`config.mk`:
```
export PLATFORM = sky130hd
export DESIGN_NAME = ace_fetch_queue
export DESIGN_NICKNAME = d
export VERILOG_FILES = /design/src/rtl/ace_fetch_queue.sv
export SDC_FILE = /design/constraint.sdc
export NUM_CORES = 2
export LEC_CHECK = 0
export CAP_MARGIN = 40
export CORE_MARGIN = 5
export CORE_UTILIZATION = 25
export DETAILED_ROUTE_END_ITERATION = 8
export PLACE_DENSITY = 0.47
export SLEW_MARGIN = 20
export SYNTH_ARGS = -nofsm -noshare
export SYNTH_HDL_FRONTEND = slang
export SYNTH_SLANG_ARGS = --single-unit
```
`constraint.sdc`:
```
create_clock -name clock -period 27 [get_ports clock]
set_clock_uncertainty 0.05 [all_clocks]
set_input_delay 6.75 -clock clock [delete_from_list [all_inputs] [get_ports clock]]
set_output_delay 6.75 -clock clock [all_outputs]
set_load 0.02 [all_outputs]
```
`src/rtl/ace_fetch_queue.sv`:
```
// ---------------------------------------------------------------------------
// ace_fetch_queue
//
// Compacting instruction queue between fetch stage 1 and the decoder. Each
// cycle it takes one fetch packet of FETCH_W slots with an arbitrary valid
// mask. It squeezes out the holes and stores the valid slots in program
// order, then presents the oldest DEC_W entries to decode. A retire flush
// empties the queue in one cycle. full_o is the fetch-stall back-pressure.
//
// Optional feature macro: ACE_FETCHQ_PC_EN
//   defined   : a 64-bit PC is stored per entry and driven on deq_pc_o
//   undefined : no PC storage, deq_pc_o is tied to 0, enq_pc_i is ignored
//
// Ports:
//   clock, reset   rising-edge clock, synchronous active-high reset
//   enq_vld_i      fetch packet presented
//   enq_mask_i     per-slot valid (holes allowed)
//   enq_inst_i     slot k at [k*INST_W +: INST_W]
//   enq_pc_i       PC of slot 0; slot k has PC enq_pc_i + 4*k
//   flush_i        retire flush, highest priority
//   deq_cnt_i      head entries consumed this cycle (clamped to count)
//   deq_vld_o      lane i valid when i < count
//   deq_inst_o     lane i = entry rd_ptr+i
//   deq_pc_o       PC of lane i
//   count_o        occupied entries
//   full_o         free entries < FETCH_W (fetch stall)
//   empty_o        count_o == 0
//
// DEPTH must be at least 2 so that the pointers are non-empty vectors.
// ---------------------------------------------------------------------------
module ace_fetch_queue #(
    parameter int FETCH_W = 8,
    parameter int DEC_W   = 4,
    parameter int DEPTH   = 16,
    parameter int INST_W  = 32
) (
    input  logic                        clock,
    input  logic                        reset,
    input  logic                        enq_vld_i,
    input  logic [FETCH_W-1:0]          enq_mask_i,
    input  logic [FETCH_W*INST_W-1:0]   enq_inst_i,
    input  logic [63:0]                 enq_pc_i,
    input  logic                        flush_i,
    input  logic [$clog2(DEC_W):0]      deq_cnt_i,
    output logic [DEC_W-1:0]            deq_vld_o,
    output logic [DEC_W*INST_W-1:0]     deq_inst_o,
    output logic [DEC_W*64-1:0]         deq_pc_o,
    output logic [$clog2(DEPTH):0]      count_o,
    output logic                        full_o,
    output logic                        empty_o
);

    localparam int PW = $clog2(DEPTH);
    localparam int CW = PW + 1;
    localparam int DCW = $clog2(DEC_W) + 1;

    logic [INST_W-1:0] mem_inst [DEPTH];
`ifdef ACE_FETCHQ_PC_EN
    logic [63:0]       mem_pc   [DEPTH];
`endif

    logic [PW-1:0] rd_ptr;
    logic [PW-1:0] wr_ptr;
    logic [CW-1:0] count;

    logic [PW-1:0] slot_off [FETCH_W];
    logic [CW-1:0] n_enq;
    logic [CW-1:0] n_deq;
    logic [CW-1:0] enq_add;
    logic [CW-1:0] deq_req;
    logic [CW-1:0] free_cnt;
    logic          enq_fire;

    // Running popcount: slot k lands at wr_ptr + (number of valid slots below k).
    always_comb begin
        logic [CW-1:0] pos;
        pos = '0;
        for (int k = 0; k < FETCH_W; k++) begin
            slot_off[k] = pos[PW-1:0];
            if (enq_mask_i[k]) begin
                pos = pos + CW'(1);
            end
        end
        n_enq = pos;
    end

    // full_o looks at the registered count only; a same-cycle dequeue does
    // not make room for the packet presented in that cycle.
    assign free_cnt = CW'(DEPTH) - count;
    assign full_o   = (free_cnt < CW'(FETCH_W));
    assign empty_o  = (count == '0);
    assign count_o  = count;

    assign enq_fire = enq_vld_i & ~full_o & ~flush_i & ~reset;
    assign enq_add  = enq_fire ? n_enq : '0;

    // Over-consumption is silently clamped to what is actually held.
    assign deq_req  = CW'(deq_cnt_i);
    assign n_deq    = (deq_req < count) ? deq_req : count;

    always_ff @(posedge clock) begin
        if (reset || flush_i) begin
            rd_ptr <= '0;
            wr_ptr <= '0;
            count  <= '0;
        end else begin
            // n_enq can equal DEPTH only when FETCH_W == DEPTH, where the
            // truncated add is the correct modular step of zero.
            wr_ptr <= wr_ptr + enq_add[PW-1:0];
            rd_ptr <= rd_ptr + n_deq[PW-1:0];
            count  <= count + enq_add - n_deq;
        end
    end

    // Storage has no reset; contents are only meaningful below count.
    always_ff @(posedge clock) begin
        for (int k = 0; k < FETCH_W; k++) begin
            if (enq_fire && enq_mask_i[k]) begin
                mem_inst[wr_ptr + slot_off[k]] <= enq_inst_i[k*INST_W +: INST_W];
`ifdef ACE_FETCHQ_PC_EN
                mem_pc[wr_ptr + slot_off[k]]   <= enq_pc_i + (64'(k) << 2);
`endif
            end
        end
    end

    always_comb begin
        logic [PW-1:0] idx;
        idx        = '0;
        deq_vld_o  = '0;
        deq_inst_o = '0;
`ifdef ACE_FETCHQ_PC_EN
        deq_pc_o   = '0;
`endif
        for (int i = 0; i < DEC_W; i++) begin
            idx          = rd_ptr + PW'(i);
            deq_vld_o[i] = (CW'(i) < count);
            deq_inst_o[i*INST_W +: INST_W] = mem_inst[idx];
`ifdef ACE_FETCHQ_PC_EN
            deq_pc_o[i*64 +: 64] = mem_pc[idx];
`endif
        end
    end

`ifndef ACE_FETCHQ_PC_EN
    assign deq_pc_o = '0;
    logic unused_pc;
    assign unused_pc = &{1'b0, enq_pc_i};
`endif

    logic unused_deq_width;
    assign unused_deq_width = (DCW == 0);

endmodule

```
==> impl_metrics.yaml <==
outcome:
  status: "finished with violations"
  failed_checks: "design-rule violations"
synth:
  syn_area_um2: 72900
  avgSynthCellArea_um2: 8.54
  ys_warn_count: 0
  synthCells: 8537
  synth.distinct_cells: 94
  synthArstFlopShare_pct: 0
  synth_seq_area_share_pct: 21.5
  ys_ff_latch: 525
  synthFlopType: "edfxtp_1"
  synth-edff-count: 512
detailed_routing:
  vias: 85200
  drt_wl_total_um: 552000
  routedWlPerCell_um: 45.0
  drtIter0Drc: 18300
  viasPerCell: 6.94
  detail-route-antenna-nets: 0
  drc: 50
  first_pass_iters: 9
sta:
  final-setup-viol-count: 0
  hold_viol: 0
  fmax_mhz: 62.3
  tns_ns: 0
  drv_slew: 0
  slew_headroom_pct: 23.9
  whs_ns: 0.738
  tightest_slew_ns: 1.14
  min_period_over_period_pct: 59.4
  rsz0062_at_grt: "no"
  period_needed_ns: 16.04
min_path:
  min_path_type: "flop to flop"
die:
  core_um2: 291000
  dieHeight_um: 550
  num_rows: 198
  start_util_pct: 25.1
  fp.dieW_um: 550
  dieArea_um2: 302000
  num_io_pins: 730
grt:
  antenna_found_initial: 142
  grt_pass1_wl_um: 717000
  grt_max_degree: 165
  grt-ovfl-total: 0
  track_usage_pct: 34.3
  first_global_vias: 72800
clocking:
  cts_resized: 0
  clock_latency_ns: 0.75
  clkSlewWorstSetupHoldPaths_ns: 0.06
  cts_hold_buf: 0
  cts_root_buffer: "clkbuf_16"
  post_cts_buffers: 0
  htreeDepth: 2
  cts_buffers: 61
  clk_path_buf_depth: 3
  clock_sinks: 525
  tritoncts: "built"
worst_setup_path:
  ff2ff_setup_slack_ns: 20.52
  path_cells: "clkdlybuf4s50_1 > inv_1 > ha_1 > xor2_1 > ha_1 > nand2b_1 > o31ai_1 > inv_1 > ha_1 > nand2_1 > o21ai_0 > ha_1 > mux2_2 > ha_1 > and2_1 > xor2_1 > ha_1 > a21oi_1 > xnor2_1 > xnor3_4 > buf_4 > nand3_4 > nand2_4"
  endpoint: "mem_inst[8][11]"
  critPathMaxFanout: 52
  critPathBufInv: 4
  cp.required_ns: 27.29
  worstReg2RegEnd: "mem_inst[4][18]"
  arrival_ns: 16.34
  critPathLaunchType: "primary input"
  cp_num_cells: 23
  reg2reg_from: "count_o[0]"
  critPathSlowestCell: "nand2_4"
  cp-startpoint: "enq_mask_i[1]"
  cpLargestDelayFamily: "adder cells"
  critPathCaptureType: "flop"
  path_common_cell: "ha_1"
  worst-setup-path-type: "primary input to flop"
  rr_worst_depth: 15
  cpPeakStageDelay_ns: 1.00
power:
  peakVddDrop_mv: 0.0704
  powerDensity_nw_per_um2: 53.1
  p_total_mw: 4.48
  leakage_nw: 28.9
flow_run:
  maxCapViolCount: 0
finish:
  fill_cells: 30300
  areaGrowthSynthToFinish_pct: 15.7
  fin_nets: 8639
  fin_util_pct: 29.0
  final_area_um2: 84300
  drive_gt1_share_pct: 16.2
place:
  dpl.hpwl_um: 384000
  io_buffers: 409
  gp_congestion: 1.02
  placed_area_um2: 81100
final cells by class:
class,count,area (µm²),share of cell area [%]
repair buffers,941,9590,11.4
inverters,102,385,0.457
multi-input cells,6617,51500,61.1
clock inverters,48,544,0.645
clock buffers,67,1570,1.86
flip-flops and latches,525,15700,18.6
well taps,3900,4880,5.79
diodes,71,178,0.211
tightest hold or removal path, stage by stage (launching register included):
cell	delay (ns)
dfxtp_4	0.48
ha_1	0.16
and2_1	0.11
cells in the mapped netlist, types with 53 or more instances:
| master | count | area share (%) |
|---|---|---|
| a211o_1 | 292 | 3.5 |
| a211oi_1 | 388 | 4.0 |
| a21oi_1 | 540 | 3.7 |
| a22oi_1 | 84 | 0.87 |
| a2bb2oi_1 | 64 | 0.77 |
| a31oi_1 | 297 | 2.5 |
| buf_1 | 117 | 0.60 |
| buf_2 | 168 | 1.2 |
| buf_4 | 279 | 2.9 |
| clkbuf_1 | 982 | 5.1 |
| edfxtp_1 | 512 | 21 |
| inv_1 | 102 | 0.53 |
| mux2_2 | 99 | 1.5 |
| mux2i_1 | 757 | 10 |
| mux4_2 | 448 | 14 |
| nand2_1 | 568 | 2.9 |
| nand3_1 | 150 | 1.0 |
| nand4_1 | 53 | 0.45 |
| nor2_1 | 618 | 3.2 |
| nor3_1 | 456 | 3.1 |
| o2111ai_1 | 61 | 0.73 |
| o211ai_1 | 141 | 1.5 |
| o21ai_0 | 114 | 0.78 |
| o221ai_1 | 64 | 0.77 |
| o22ai_1 | 327 | 2.8 |
| o2bb2ai_1 | 141 | 1.7 |
| or3_1 | 83 | 0.71 |
how the worst min path moves through the flow:
stage / endpoint / slack (ns) / startpoint / cells after the start
after global routing: rd_ptr[0] / 0.79 / rd_ptr[0] / 2
after detailed placement: rd_ptr[0] / 0.73 / rd_ptr[0] / 2
after floorplan: rd_ptr[0] / 0.55 / rd_ptr[0] / 2
final: rd_ptr[0] / 0.74 / rd_ptr[0] / 2
after global placement: count_o[4] / 0.79 / count_o[4] / 4
after CTS: rd_ptr[0] / 0.75 / rd_ptr[0] / 2
through the flow:
stage,setup slack [ns],cells
global placement,10.70,11900
global route,11.00,12200
finish,10.96,12300
detailed placement,10.72,12000
CTS,11.48,12100
floorplan,12.95,8792
cells in the final DEF, fill, tap and decap left out, types with 49 or more instances in the layout:
cell,netlist,routed
nand2_1,568,548
o2111ai_1,61,61
o221ai_1,64,64
or3_1,83,76
mux2_2,99,99
a211oi_1,388,385
a31oi_1,297,297
o21ai_0,114,112
nand4_1,53,53
mux4_2,448,448
clkbuf_16,0,62
o2bb2ai_1,141,141
buf_8,0,68
nor3_1,456,441
clkdlybuf4s50_1,0,409
buf_4,279,332
nor2_1,618,600
a21oi_1,540,533
diode_2,0,71
a211o_1,292,291
inv_1,102,101
conb_1,1,256
edfxtp_1,512,512
a2bb2oi_1,64,64
a22oi_1,84,84
or4_1,51,49
o211ai_1,141,141
nand3_1,150,132
o22ai_1,327,327
mux2i_1,757,757
power by group:
| part | switching [mW] | total (mW) | internal [mW] | leakage (nW) |
|---|---|---|---|---|
| Combinational | 1.61 | 2.57 | 0.963 | 23.1 |
| Clock | 0.394 | 0.902 | 0.508 | 1.03 |
| Sequential | 0.0487 | 1.01 | 0.960 | 4.73 |
| Total | 2.05 | 4.48 | 2.43 | 28.9 |
flip-flops by register name, indices dropped and copies added, names as in the netlist:
| name | cells |
|---|---|
| count_o | 5 |
| mem_inst | 512 |
| rd_ptr | 4 |
| wr_ptr | 4 |
cell families (layout without fill, tap and decap cells):
group / Yosys count / count (layout) / synth area share [%]
other cells: 1 / 327 / 0.00515
flops: 525 / 525 / 21.5
mux: 1304 / 1304 / 25.8
xor+xnor: 46 / 46 / 0.668
buf+inv: 1650 / 1158 / 10.2
fa+ha+maj: 56 / 56 / 1.07
compound gates: 2776 / 2776 / 26.9
simple gates: 2179 / 2179 / 13.9
layer usage:
layer / GRT usage (%) / vias up / part of all wire [%]
met4: 10.7 / 126 / 4.7
met3: 21.6 / 1629 / 19
met5: 2.95 / - / 0.35
met2: 45.2 / 8725 / 37
met1: 45.2 / 42200 / 39
li1: - / 32600 / -
Note: power is estimated with default switching activity, not from simulation.
